===== src/rtl/zbt_proc_writer_if.sv =====
// Bus bundle for zbt_proc_writer.
//   Capture side : two_proc_pixs, proc_pix_addr (from colour reduction)
//   Arbiter side : wr_slot (write grant for ZBT bank 1)
//   ZBT side     : zbt_addr, zbt_we, zbt_write_data
//   Status       : fifo_count, overflow, drop_count
// slave is the writer's view, master is the view of whoever drives it.
interface zbt_proc_writer_if #(
  parameter int PTR_W = 3
);
  logic [35:0]    two_proc_pixs;
  logic [18:0]    proc_pix_addr;
  logic           wr_slot;
  logic [18:0]    zbt_addr;
  logic           zbt_we;
  logic [35:0]    zbt_write_data;
  logic [PTR_W:0] fifo_count;
  logic           overflow;
  logic [7:0]     drop_count;

  modport slave (
    input  two_proc_pixs, proc_pix_addr, wr_slot,
    output zbt_addr, zbt_we, zbt_write_data, fifo_count, overflow, drop_count
  );

  modport master (
    output two_proc_pixs, proc_pix_addr, wr_slot,
    input  zbt_addr, zbt_we, zbt_write_data, fifo_count, overflow, drop_count
  );
endinterface


===== src/rtl/zbt_proc_writer.sv =====
// zbt_proc_writer: buffers processed pixel pairs and writes them into ZBT
// bank 1 during arbiter-granted write slots, using late-write timing
// (address/WE first, data WR_LAT cycles later).
// Ports:
//   clk   - system clock
//   reset - asynchronous, active-high reset
//   bus   - zbt_proc_writer_if.slave (capture inputs, wr_slot grant,
//           ZBT address/WE/data outputs, occupancy and drop status)
module zbt_proc_writer #(
  parameter int          DEPTH    = 8,
  parameter int          PTR_W    = 3,
  parameter int          WR_LAT   = 2,
  parameter logic [18:0] ADDR_RST = 19'h7FFFF
) (
  input logic              clk,
  input logic              reset,
  zbt_proc_writer_if.slave bus
);

  localparam logic [PTR_W:0] FULL_CNT = (PTR_W+1)'(DEPTH);

  logic [54:0]      mem [DEPTH];
  logic [PTR_W-1:0] wr_ptr;
  logic [PTR_W-1:0] rd_ptr;
  logic [PTR_W:0]   count;
  logic [18:0]      last_addr;
  logic [7:0]       drops;
  logic [35:0]      data_pn [WR_LAT];
  logic             vld_pn  [WR_LAT];

  logic        push_req;
  logic        pop;
  logic        accept;
  logic        full;
  logic        empty;
  logic [54:0] head;

  function automatic logic [7:0] sat_inc8(input logic [7:0] v);
    return (v == 8'hFF) ? v : v + 8'd1;
  endfunction

  // A pair is new whenever the address moves; a pop in the same cycle frees
  // a slot for it even when the FIFO is full. Pops only see registered
  // occupancy, so a pair cannot leave in the cycle it arrives.
  always_comb begin
    full     = (count == FULL_CNT);
    empty    = (count == '0);
    push_req = (bus.proc_pix_addr != last_addr);
    pop      = bus.wr_slot && !empty;
    accept   = push_req && (!full || pop);
    head     = mem[rd_ptr];
  end

  always_ff @(posedge clk) begin
    if (accept) mem[wr_ptr] <= {bus.proc_pix_addr, bus.two_proc_pixs};
  end

  // Stage p0: FIFO control and the address/WE phase of the ZBT write
  always_ff @(posedge clk or posedge reset) begin
    if (reset) begin
      wr_ptr       <= '0;
      rd_ptr       <= '0;
      count        <= '0;
      last_addr    <= ADDR_RST;
      drops        <= '0;
      bus.overflow <= 1'b0;
      bus.zbt_we   <= 1'b0;
      bus.zbt_addr <= '0;
    end else begin
      if (push_req) last_addr <= bus.proc_pix_addr;
      if (accept)   wr_ptr    <= wr_ptr + 1'b1;
      if (pop)      rd_ptr    <= rd_ptr + 1'b1;
      unique case ({accept, pop})
        2'b10:   count <= count + 1'b1;
        2'b01:   count <= count - 1'b1;
        default: count <= count;
      endcase
      if (push_req && !accept) begin
        bus.overflow <= 1'b1;
        drops        <= sat_inc8(drops);
      end
      bus.zbt_we <= pop;
      if (pop) bus.zbt_addr <= head[54:36];
    end
  end

  // Stages p0..p(WR_LAT-1) then output: data trails the WE by WR_LAT cycles.
  // Clearing the valids on reset abandons any write already in flight.
  always_ff @(posedge clk or posedge reset) begin
    if (reset) begin
      for (int k = 0; k < WR_LAT; k++) begin
        data_pn[k] <= '0;
        vld_pn[k]  <= 1'b0;
      end
      bus.zbt_write_data <= '0;
    end else begin
      data_pn[0] <= head[35:0];
      vld_pn[0]  <= pop;
      for (int k = 1; k < WR_LAT; k++) begin
        data_pn[k] <= data_pn[k-1];
        vld_pn[k]  <= vld_pn[k-1];
      end
      bus.zbt_write_data <= vld_pn[WR_LAT-1] ? data_pn[WR_LAT-1] : '0;
    end
  end

  assign bus.fifo_count = count;
  assign bus.drop_count = drops;

endmodule


===== src/flat_wrapper.sv =====
// flat-port wrapper written by rule: the top's interface ports become plain ports
module zbt_proc_writer_flat 
#(
  parameter int          DEPTH    = 8,
  parameter int          PTR_W    = 3,
  parameter int          WR_LAT   = 2,
  parameter logic [18:0] ADDR_RST = 19'h7FFFF
)
  (clk, reset, bus_two_proc_pixs, bus_proc_pix_addr, bus_wr_slot, bus_zbt_addr, bus_zbt_we, bus_zbt_write_data, bus_fifo_count, bus_overflow, bus_drop_count);
  zbt_proc_writer_if #(.PTR_W(PTR_W)) bus_i ();
  input logic clk;
  input logic reset;
  input wire logic [$bits(bus_i.two_proc_pixs)-1:0] bus_two_proc_pixs;
  input wire logic [$bits(bus_i.proc_pix_addr)-1:0] bus_proc_pix_addr;
  input wire logic [$bits(bus_i.wr_slot)-1:0] bus_wr_slot;
  output wire logic [$bits(bus_i.zbt_addr)-1:0] bus_zbt_addr;
  output wire logic [$bits(bus_i.zbt_we)-1:0] bus_zbt_we;
  output wire logic [$bits(bus_i.zbt_write_data)-1:0] bus_zbt_write_data;
  output wire logic [$bits(bus_i.fifo_count)-1:0] bus_fifo_count;
  output wire logic [$bits(bus_i.overflow)-1:0] bus_overflow;
  output wire logic [$bits(bus_i.drop_count)-1:0] bus_drop_count;
  assign bus_i.two_proc_pixs = bus_two_proc_pixs;
  assign bus_i.proc_pix_addr = bus_proc_pix_addr;
  assign bus_i.wr_slot = bus_wr_slot;
  assign bus_zbt_addr = bus_i.zbt_addr;
  assign bus_zbt_we = bus_i.zbt_we;
  assign bus_zbt_write_data = bus_i.zbt_write_data;
  assign bus_fifo_count = bus_i.fifo_count;
  assign bus_overflow = bus_i.overflow;
  assign bus_drop_count = bus_i.drop_count;
  zbt_proc_writer #(.DEPTH(DEPTH), .PTR_W(PTR_W), .WR_LAT(WR_LAT), .ADDR_RST(ADDR_RST)) u_core (.clk(clk), .reset(reset), .bus(bus_i));
endmodule

===== config.mk =====
export PLATFORM = sky130hd
export DESIGN_NAME = zbt_proc_writer_flat
export DESIGN_NICKNAME = d
export VERILOG_FILES = /design/src/rtl/zbt_proc_writer_if.sv /design/src/rtl/zbt_proc_writer.sv /design/src/flat_wrapper.sv
export SDC_FILE = /design/constraint.sdc
export NUM_CORES = 1
export LEC_CHECK = 0
export CORE_UTILIZATION = 45
export DETAILED_ROUTE_END_ITERATION = 8
export HOLD_SLACK_MARGIN = 0.05
export MAX_ROUTING_LAYER = met4
export PLACE_DENSITY_LB_ADDON = 0.25
export RECOVER_POWER = 100
export SLEW_MARGIN = 20
export SYNTH_ARGS = -nofsm -noshare
export SYNTH_HDL_FRONTEND = slang
export SYNTH_SLANG_ARGS = --single-unit

===== constraint.sdc =====
create_clock -name clk -period 9.85 [get_ports clk]
set_input_delay 2.4625 -clock clk [delete_from_list [all_inputs] [get_ports clk]]
set_output_delay 2.4625 -clock clk [all_outputs]
set_load 0.02 [all_outputs]

==> results.cfg <==
[grt]
grtUsageMet2_pct = 27.09
busiest_layer = met2
met3_usage_pct = 3.319
grt_use_met1_pct = 23.73
grt_pass1_vias = 10370
grt.overflow.total = 0
grt_pass1_wl_microns = 62900
grt_max_degree = 102
grt_use_total_pct = 17.46
grt_antenna_before_repair = 10

[critical_path]
critical_path_class = in -> reg
rr_startpoint = u_core.rd_ptr[1]
cp-start-kind = primary input
crit_path_max_fanout = 55
reg2reg_depth = 4
critPathCaptureType = flip-flop
critPathRequiredTime_ns = 9.95
cp.arrival_ns = 7.40
r2r_slack_ns = 3.80
r2r-end = u_core.bus.zbt_addr[9]

[timing]
holdWs_ns = 0.3470
rsz0062_at_grt = false
setup_ws_ns = 2.551
period_needed_ns = 7.299
setup_violations = 0
setup-tns-final_ns = 0
skew_ns = 0.02588
fmaxAchievable_ghz = 0.1370
hold_violations = 0
maxSlewViolCount = 614
worstMarginPinSlew_ns = 5.049
period_share_pct = 74.10
slew_headroom_pct = -238.4

[synth]
seq_area_frac_synth_pct = 79.48
synth_cells = 1011
synth_nets = 1075
netlist-cell-type-count = 38
syn_area_sq_um = 21910
synth-main-ff-cell = edfxtp_1
ys_ff_latch = 607
ys_async_sr_fraction_pct = 27.51
synth_enable_flop_cells = 440
avgSynthCellArea_sq_um = 21.67
ys_warn_count = 0

[cts]
cts_max_level = 2
cts_tree = done
cts_sinks = 607
postCtsResizedCells = 0
postCtsSetupBuffers = 0
clockBufferDepth = 3
clk_pin_slew_ns = 0.06
cts-root-buf = clkbuf_16
cts_buffers = 59
cts_hold_buf = 0
clock_latency_ns = 0.61

[outcome]
status = finished with violations
violations = max-capacitance violations, max-slew violations

[floorplanning]
num_rows = 80
io_pins = 127
core-area_sq_um = 47850
dieHeight_microns = 222.7
die_x_microns = 222.7
fp.dieArea_sq_um = 49580
start_util_pct = 45.80

[drt]
dr.pass1.iters = 5
wire_per_inst_microns = 22.08
viasPerCell = 5.273
ant_nets = 0
vias = 9670
drc = 0
wl_microns = 40500
drt_iter0_markers = 740

[layout]
instances_no_fill = 1834
fill_cells = 3662
area_growth_syn_to_layout_pct = 18.06
drive_above_1_share_pct = 22.13
fin_nets = 1224
utilization_pct = 54.07

[placement]
dp_hpwl_microns = 21420
dpl_worst_slack_ns = 3.945
io_buffers = 126
place_congestion = 0.7242
dp_cells = 1713

[power_and_ir_drop]
powerDensity_nw_per_um2 = 320.0
p_leak_nw = 9.067
peakVddDrop_mv = 0.2143

[min_path]
hp-class = reg -> reg
hold_depth = 0
min_delay_worst_endpoint = u_core.data_pn[26]
hp-start = u_core.data_pn[62]

[run]
max_cap_violations = 14
## registers in the layout (all words and copies together), names as in the netlist
register,flops
u_core.bus.drop_count,8
u_core.bus.fifo_count,4
u_core.bus.overflow,1
u_core.bus.zbt_addr,19
u_core.bus.zbt_we,1
u_core.bus.zbt_write_data,36
u_core.data_pn,72
u_core.last_addr,19
u_core.mem,440
u_core.rd_ptr,3
u_core.vld_pn,1
u_core.wr_ptr,3
## metal layers
layer / up-vias / share of wire, %
met5: - / 0
li1: 4268 / -
met2: 193 / 49
met1: 5154 / 45
met3: 55 / 4.1
met4: 0 / 1.7
## cell usage after synthesis, types with 2 or more instances
cell type / instances / area share [%]
nand3_1: 4 / 0.091
dfrtp_1: 148 / 17
mux4_2: 110 / 11
mux2i_1: 20 / 0.91
nor4_1: 10 / 0.29
o21ai_0: 20 / 0.46
xnor2_1: 7 / 0.28
clkbuf_1: 41 / 0.70
buf_2: 11 / 0.25
buf_1: 5 / 0.086
dfstp_2: 19 / 2.3
ha_1: 6 / 0.34
nor3_1: 3 / 0.069
and2_1: 36 / 1.0
and3_1: 2 / 0.057
edfxtp_1: 440 / 60
nor4b_1: 2 / 0.080
nor2_1: 5 / 0.086
nand2_1: 32 / 0.55
xor2_1: 24 / 0.96
mux2_2: 42 / 2.2
inv_1: 7 / 0.12
o31ai_1: 2 / 0.069
## power breakdown
part	internal [W]	total, W	switching (W)
clock network	0.00140	0.00233	0.000935
logic	0.000958	0.00203	0.00108
registers	0.00363	0.00391	0.000280
## per-stage QoR
step                area (sq um)  total power [W]
detailed placement         23930         0.006063
global placement           23930         0.006011
floorplan                  21910         0.005311
global route               25860         0.008685
CTS                        25990         0.008409
finish                     25870         0.008279
## critical path: stages
cell           delay [ns]
dlygate4sd3_1        0.80
xor2_1               0.28
nor4_1               0.11
nand2_1              0.12
o31ai_2              0.06
clkbuf_1             0.31
nor4_1               0.25
clkbuf_1             2.97
## layout by cell type (no fill, tap or decap), types with 24 or more instances in the layout
master         Yosys  layout
edfxtp_1         440     440
dfrtp_1          148     146
dlygate4sd3_1      0     126
mux4_2           110     110
clkbuf_16          0      61
mux2_2            42      34
nand2_1           32      32
clkbuf_1          41      29
and2_0             0      26
xor2_1            24      24
## area by class of cell
class | instances | area [sq um] | area share, %
clock buffers | 81 | 1672 | 6.462
repair buffers | 147 | 1359 | 5.253
inverters | 7 | 27.53 | 0.1064
flip-flops and latches | 607 | 17420 | 67.35
multi-input cells | 338 | 4213 | 16.29
clock inverters | 31 | 385.4 | 1.490
diodes | 8 | 20.02 | 0.07739
well taps | 615 | 769.5 | 2.975
## how the worst max path moves through the flow
stage / startpoint / end / cells after the start
after floorplan: bus_proc_pix_addr[13] / u_core.mem[4][0] / 6
after global placement: bus_proc_pix_addr[5] / u_core.mem[4][32] / 8
after detailed placement: bus_proc_pix_addr[5] / u_core.mem[4][32] / 8
after CTS: bus_proc_pix_addr[3] / u_core.mem[4][14] / 8
after global routing: bus_proc_pix_addr[5] / u_core.mem[3][18] / 8
final: bus_proc_pix_addr[3] / u_core.mem[3][18] / 8
## kinds of logic after synthesis
logic type | synth area share (%)
mux | 14.43
fa+ha+maj | 0.3426
compound gates | 0.6909
flops | 79.48
simple gates | 2.575
buf+inv | 1.245
xor+xnor | 1.239
No activity file was read; power rests on OpenSTA's default activity.
